**src/rtl/branch_predictor.sv**
```systemverilog
//==============================================================================
// Module      : branch_predictor
// Description : Bimodal 2-bit saturating-counter branch predictor with F->D->E
//               prediction tracking. Define BRANCH_PREDICTOR_GSHARE_EN to hash
//               the fetch index with a global history register (gshare).
// Revision    : 1.0 - initial release
//==============================================================================
`default_nettype none

module branch_predictor #(
    parameter int PC_W  = 32,
    parameter int IDX_W = 6
) (
    input  logic            clk,
    input  logic            rst,
    input  logic [PC_W-1:0] pcF,
    input  logic            stall,
    input  logic            flush,
    input  logic            branchE,
    input  logic            takenBranchE,
    output logic            predictionF,
    output logic            predictionE
);

    localparam int c_ENTRIES = 2 ** IDX_W;

    logic [1:0]       r_pht [c_ENTRIES];
    logic [IDX_W-1:0] w_pcIdx;
    logic [IDX_W-1:0] w_idxF;
    logic [IDX_W-1:0] r_idxD;
    logic [IDX_W-1:0] r_idxE;
    logic             r_predD;
    logic             r_vldD;
    logic             r_predE;
    logic             r_vldE;
    logic             w_update;
    logic             w_unusedPc;

    assign w_pcIdx    = pcF[IDX_W+1:2];
    assign w_unusedPc = ^{pcF[PC_W-1:IDX_W+2], pcF[1:0]};
    assign w_update   = branchE & r_vldE;

`ifdef BRANCH_PREDICTOR_GSHARE_EN
    logic [IDX_W-1:0] r_ghr;

    // History advances only at resolution, never speculatively at fetch.
    always_ff @(posedge clk) begin
        if (!rst) begin
            r_ghr <= '0;
        end else if (w_update) begin
            r_ghr <= {r_ghr[IDX_W-2:0], takenBranchE};
        end
    end

    assign w_idxF = w_pcIdx ^ r_ghr;
`else
    assign w_idxF = w_pcIdx;
`endif

    // No bypass: a same-cycle update to this entry shows up next cycle.
    assign predictionF = r_pht[w_idxF][1];
    assign predictionE = r_predE & r_vldE;

    always_ff @(posedge clk) begin
        if (!rst) begin
            r_idxD  <= '0;
            r_predD <= 1'b0;
            r_vldD  <= 1'b0;
            r_idxE  <= '0;
            r_predE <= 1'b0;
            r_vldE  <= 1'b0;
        end else begin
            if (!stall) begin
                r_idxD  <= w_idxF;
                r_predD <= predictionF;
                r_idxE  <= r_idxD;
                r_predE <= r_predD;
            end
            // Flush kills both stages; a stall alone inserts a bubble into EX.
            r_vldD <= flush ? 1'b0 : (stall ? r_vldD : 1'b1);
            r_vldE <= flush ? 1'b0 : (stall ? 1'b0 : r_vldD);
        end
    end

    always_ff @(posedge clk) begin
        if (!rst) begin
            for (int i = 0; i < c_ENTRIES; i++) begin
                r_pht[i] <= 2'b01;
            end
        end else if (w_update) begin
            if (takenBranchE && (r_pht[r_idxE] != 2'b11)) begin
                r_pht[r_idxE] <= r_pht[r_idxE] + 2'd1;
            end else if (!takenBranchE && (r_pht[r_idxE] != 2'b00)) begin
                r_pht[r_idxE] <= r_pht[r_idxE] - 2'd1;
            end
        end
    end

endmodule

`default_nettype wire
```
**config.mk**
```make
export PLATFORM = sky130hd
export DESIGN_NAME = branch_predictor
export DESIGN_NICKNAME = d
export VERILOG_FILES = /design/src/rtl/branch_predictor.sv
export SDC_FILE = /design/constraint.sdc
export NUM_CORES = 1
export LEC_CHECK = 0
export CORE_ASPECT_RATIO = 0.5
export CORE_UTILIZATION = 43
export CTS_BUF_LIST = sky130_fd_sc_hd__clkbuf_8
export CTS_CLUSTER_SIZE = 25
export DETAILED_ROUTE_END_ITERATION = 16
export PLACE_DENSITY = 0.58
export SYNTH_ARGS = -nofsm -noshare
export SYNTH_HDL_FRONTEND = slang
export SYNTH_SLANG_ARGS = --single-unit
```
**constraint.sdc**
```tcl
create_clock -name clk -period 4.1 [get_ports clk]
set_input_delay 0.41 -clock clk [delete_from_list [all_inputs] [get_ports clk]]
set_output_delay 0.41 -clock clk [all_outputs]
set_load 0.02 [all_outputs]
```
==> results.ini, run 1 <==
[synth]
yosysWarnings = 0
synth_compound_area_share_pct = 5.944
synth-seq-cells = 150
syn_avg_cell_area_um2 = 12.24
synth_top_area_share_pct = 47.80
synth_top_area_cell = edfxtp_1
synth.mux.area_fraction_pct = 18.25
synthXorXnorAreaFrac_pct = 0
synth_top_family_by_area = simple AND/OR/NAND/NOR gates
synth_cells = 657
synth_nets = 695
async_flop_share_pct = 0
synth_area_leaders = edfxtp_1 48%, mux4_2 15%, dfxtp_1 5.5%, nor3_1 4.2%, o21ai_0 4.0%
synth-adder-area-share_pct = 0
synthSimpleGateAreaFrac_pct = 18.34
synth_common_cells = 128 x edfxtp_1, 83 x nand2_1, 68 x nor3_1, 64 x o21ai_0, 52 x mux4_2
synth-main-ff-cell = edfxtp_1
synth_edf_count = 128
mappedNetlistArea_mm2 = 0.008041
yosysMostFrequentCell = edfxtp_1
synthDistinctLibCells = 48
yosysSeqAreaShare_pct = 53.28

[detailed_routing]
drt-initial-drc-count = 722
wl_um = 24030
viasPerCell = 6.429
drc_errors = 0
avgRoutedWirePerCell_um = 26.76
ant_nets = 0
dr.pass1.iters = 5
route.vias.total = 5773

[critical_path]
worstSetupPathType = register to register
cp_top_family = compound AO/OA/AOI/OAI gates
crit_buf_inv = 2
cp-end-kind = register
cp.required_ps = 4210
start_kind = register
crit_fanout = 54
crit_path_cell_trace = buf_12 -> mux4_2 -> mux2_2 -> o21ai_0 -> a211oi_1 -> o211ai_4 -> nand2_4 -> buf_12 -> o21ai_0
cp_data_arrival_time_ps = 4010
crit_slowest_cell = dfxtp_2
r2r_setup_slack_ps = 200
cp_slowest_stage_delay_ps = 780

[clocking]
clk-insertion-delay-late_ps = 460
clock_sinks = 150
cts_buffer_depth = 2
cts_resized = 0
cts_tree = yes
cts_buffers = 17
hold_buffers = 0
root_buffer = clkbuf_8
cts_max_level = 4
clk_pin_slew_ps = 90
postCtsSetupBuffers = 0

[die]
start_util_pct = 45.11
rows = 34
die_x_um = 195.4
die_y_um = 98.70
ios = 40
die_area_mm2 = 0.01929
core-area_mm2 = 0.01782

[place]
dpl_cell_area_mm2 = 0.008422
gp_congestion = 0.9095
place_inst = 864
portBuffers = 13
place_hpwl_um = 15240

[timing]
setup_viol_count_final = 0
finalCritPeriodShare_pct = 95.13
slew_headroom_pct = 39.96
hold_slack_ps = 461.5
fin_tns_setup_ps = 0
period_needed_ps = 3900
finalMaxSlewViolations = 0
fmax_mhz = 256.4
grt_setup_unrepaired = false
skew_ps = 25.29
tightest_slew_ps = 900.1
finalHoldViolCount = 0

[outcome]
run_status = finished, final reports clean

[cells_and_area]
fin_cells = 898
final_area_mm2 = 0.008838
drive_gt1_share_pct = 19.64
post-route-util_pct = 49.59
synthToLayoutAreaGrowth_pct = 9.911
final_nets = 687

[power_and_ir_drop]
power.density_mw_per_mm2 = 368.1
p_leak_nw = 2.476
vdd_ir_drop_max_mv = 0.1942

[global_route]
grt_max_degree = 82
grt_usage_pct = 26.08
grt_pass1_wl_um = 35920
grt_antenna_before_repair = 2
grt_overflow = 0
grt_pass1_vias = 5776

[job]
drv_cap = 0

[worst_hold_path]
hold_path_class = register to register

-- area by class of cell --
cell class,count,area (um^2)
tap,234,292.8
timing repair buffer,40,402.9
clock buffer,17,234.0
antenna,2,5.005
clock inverter,15,177.7
fill,1574,8986
inverter,1,3.754
multi-input combinational,439,3436
sequential,150,4287
-- layer usage --
metal,share of wire [%],vias up,track usage [%]
met5,0.029,-,0
met4,2.2,2,8.359
met3,11,47,7.906
met2,44,279,39.18
met1,43,2938,36.32
li1,-,2507,-
-- where the power goes --
| group | switching (mW) | internal (mW) | total [mW] | leakage (nW) |
|---|---|---|---|---|
| Combinational | 0.210 | 0.119 | 0.329 | 0.988 |
| Clock | 0.609 | 0.606 | 1.21 | 0.208 |
| Sequential | 0.0309 | 1.68 | 1.71 | 1.28 |
-- registers in the layout, indices dropped and copies added, names as in the netlist, named ones only --
register	cells
r_idxD	6
r_idxE	6
r_pht	128
r_predD	1
r_predE	1
r_vldD	1
r_vldE	1
-- cell families after synthesis --
logic type      after synthesis
mux                          81
compound gates               81
buf+inv                      68
flops                       150
simple gates                277
-- worst reg2reg max path: stages, from the launching register on --
cell and delay, ps:
dfxtp_2 780, buf_12 250, mux4_2 530, mux2_2 320
o21ai_0 270, a211oi_1 150, o211ai_4 240, nand2_4 340
buf_12 330, o21ai_0 350
-- worst paths after layout --
check | endpoint | cells past startpoint | start
worst max-delay path | r_pht[56][0] | 9 | register
worst min register to register | r_predD | 2 | r_predD
worst max register to register | r_pht[56][0] | 9 | register
worst min-delay path | r_predD | 2 | r_predD
-- cell usage in the layout (no fill, tap or decap), types with 18 or more instances in the layout --
master      n
buf_4      21
dfxtp_1    20
edfxtp_1  128
mux2i_1    24
mux4_2     52
nand2_1    83
nor2b_1    18
nor3_1     68
o21ai_0    64
or3_1      49
-- per-stage QoR --
stage	setup slack, ps	power [mW]
3_3_place_gp	293.7	2.062
4_1_cts	256.7	3.247
3_5_place_dp	282.5	2.067
6_report	199.7	3.253
2_1_floorplan	772.1	1.947
5_1_grt	31.59	3.335
Note: power is estimated with default switching activity, not from simulation.
==> run 2, diff against run 1 <==
Settings changed: TNS_END_PERCENT set to 30.
==> results of run 2 <==
The final DEF is identical to that of run 1; final timing and power are the same.
==> run 3, diff against run 2 <==
Settings changed: GPL_TIMING_DRIVEN set to 0.
==> run 3 against run 2 <==
Compared with the run above: core utilization grew 0.39 points; clock-buffer cell count is the same; critical endpoint is now r_pht[32][1]; setup slack lost 160 ps; sequential share of layout area shrank 0.40 points; global-route usage grew 4.8 points.
==> results.ini, run 3 (same netlist as run 1, synthesis figures left out) <==
[outcome]
run_status = finished, final reports clean

[timing]
tightest_slew_ps = 1392
finalMaxSlewViolations = 0
finalHoldViolCount = 0
fmax_mhz = 246.0
slew_headroom_pct = 7.210
setup_viol_count_final = 0
period_needed_ps = 4065
grt_setup_unrepaired = false
finalCritPeriodShare_pct = 99.15
skew_ps = 21.44

[die]
start_util_pct = 45.11
die_y_um = 98.70
core-area_mm2 = 0.01782
ios = 40
die_x_um = 195.4
die_area_mm2 = 0.01929
rows = 34

[place]
gp_congestion = 0.9976
place_hpwl_um = 19570
portBuffers = 9
place_inst = 900

[global_route]
grt_pass1_wl_um = 41060
use_met1_pct = 45.89
grt_usage_pct = 30.86
use_met3_pct = 9.856
grt_antenna_before_repair = 1
top_usage_layer = met1
grt_overflow = 0
grt_use_met2_pct = 42.64
grt_max_degree = 17
grt_pass1_vias = 5948

[detailed_routing]
ant_nets = 0
viasPerCell = 6.686
drc_errors = 0
route.vias.total = 6258
dr.pass1.iters = 5
wl_um = 28210
drt-initial-drc-count = 1116
avgRoutedWirePerCell_um = 30.14

[power_and_ir_drop]
p_comb_share_pct = 12.3
power.density_mw_per_mm2 = 361.1
p_int_mw = 2.255
vdd_ir_drop_max_mv = 0.1621
clkPwrFrac_pct = 34.9
seqPwrFrac_pct = 52.8
p_leak_nw = 2.533
p_switching_mw = 0.9620
sw_frac_of_total_pct = 29.90
power_mw = 3.217

[cells_and_area]
largest_reg_flops = 128
drive_gt1_share_pct = 20.80
fill_cells = 1597
largest-register = r_pht
most-common-layout-cells = 128 x edfxtp_1, 83 x nand2_1, 68 x nor3_1, 62 x o21ai_0, 52 x mux4_2
layout_commonest_cell = edfxtp_1
reg_top3 = r_pht x128, r_idxD x6, r_idxE x6
synthToLayoutAreaGrowth_pct = 10.78
final_nets = 727
num_antenna_cells = 0
fin_cells = 936

[worst_hold_path]
min_delay_path_depth = 2
hold_path_class = register to register

[critical_path]
cp_top_family = compound AO/OA/AOI/OAI gates
cp.required_ps = 4290
cp_num_cells = 10
cp-end-kind = register
worstSetupPathType = register to register
crit_slowest_cell = a211oi_4
crit_fanout = 10
cp_slowest_stage_delay_ps = 670
crit_buf_inv = 4
ff2ff_path_depth = 10
start_kind = register
crit_path_cell_trace = buf_4 -> buf_4 -> buf_2 -> mux2_2 -> a211oi_1 -> a211o_1 -> a21oi_1 -> a211oi_4 -> buf_2 -> nor3_1
cp_data_arrival_time_ps = 4260

[clocking]
cts_tree = yes
root_buffer = clkbuf_8
cts_buffer_depth = 2
clock_sinks = 150
cts_buffers = 17
clk-insertion-delay-late_ps = 480
clk_pin_slew_ps = 100
cts_max_level = 4

[job]
drv_cap = 0

==> run 3: layout make-up <==
| class | instances | area [um^2] | share of cell area (%) |
|---|---|---|---|
| flip-flops and latches | 150 | 4285 | 48.10 |
| clock buffers | 17 | 234.0 | 2.626 |
| inverters | 1 | 3.754 | 0.04213 |
| multi-input cells | 439 | 3455 | 38.78 |
| plain buffers | 67 | 356.6 | 4.003 |
| clock inverters | 15 | 136.4 | 1.531 |
| well taps | 234 | 292.8 | 3.287 |
| repair buffers | 13 | 145.1 | 1.629 |
==> run 3: worst reg2reg max path, delay by kind of cell, from the launching register on <==
kind | cells | cell delay [ps]
buffers and inverters | 4 | 1430
flip-flops | 1 | 320
multiplexers | 1 | 420
AO/OA/AOI/OAI | 4 | 1430
AND/OR/NAND/NOR | 1 | 200
==> run 3: metal layers <==
metal | up-vias | wire, um
met4 | 0 | 644
met3 | 55 | 4298
met2 | 497 | 11550
met5 | - | 0
li1 | 2586 | -
met1 | 3120 | 11720
==> run 3: power by group through the flow <==
stage,clock network [mW],logic (mW),registers (mW)
floorplan,0,0.226,1.72
global placement,0,0.365,1.73
detailed placement,0,0.367,1.73
CTS,1.13,0.374,1.70
global route,1.19,0.408,1.70
finish,1.12,0.396,1.70
==> run 3: worst paths after layout <==
kind	from	end	slack, ps
hold reg to reg	r_predD	r_predD	470
setup reg to reg	register	r_pht[32][1]	40
setup / recovery	register	r_pht[32][1]	40
hold / removal	r_predD	r_predD	470
==> run 3: what timing repair did <==
item,in CTS,in global routing
hold buffers,0,0
pin swaps,0,2
resized for setup,14,6
endpoints found under the setup margin,187,97
buffers inserted,0,4
==> run 3: through the flow <==
stage | util (%) | worst slack [ps] | hold WS [ps] | instance area [um^2] | TNS, ps
after floorplan | - | 772.1 | 433.3 | 8041 | 0
after global placement | 47.26 | -567.7 | 453.2 | 8424 | -41290
after detailed placement | 47.26 | -602.3 | 456.4 | 8424 | -41990
after CTS | 49.57 | 53.72 | 474.7 | 8836 | 0
after global routing | 49.98 | 1.207 | 487.6 | 8909 | 0
final | 49.98 | 35.02 | 466.3 | 8909 | 0
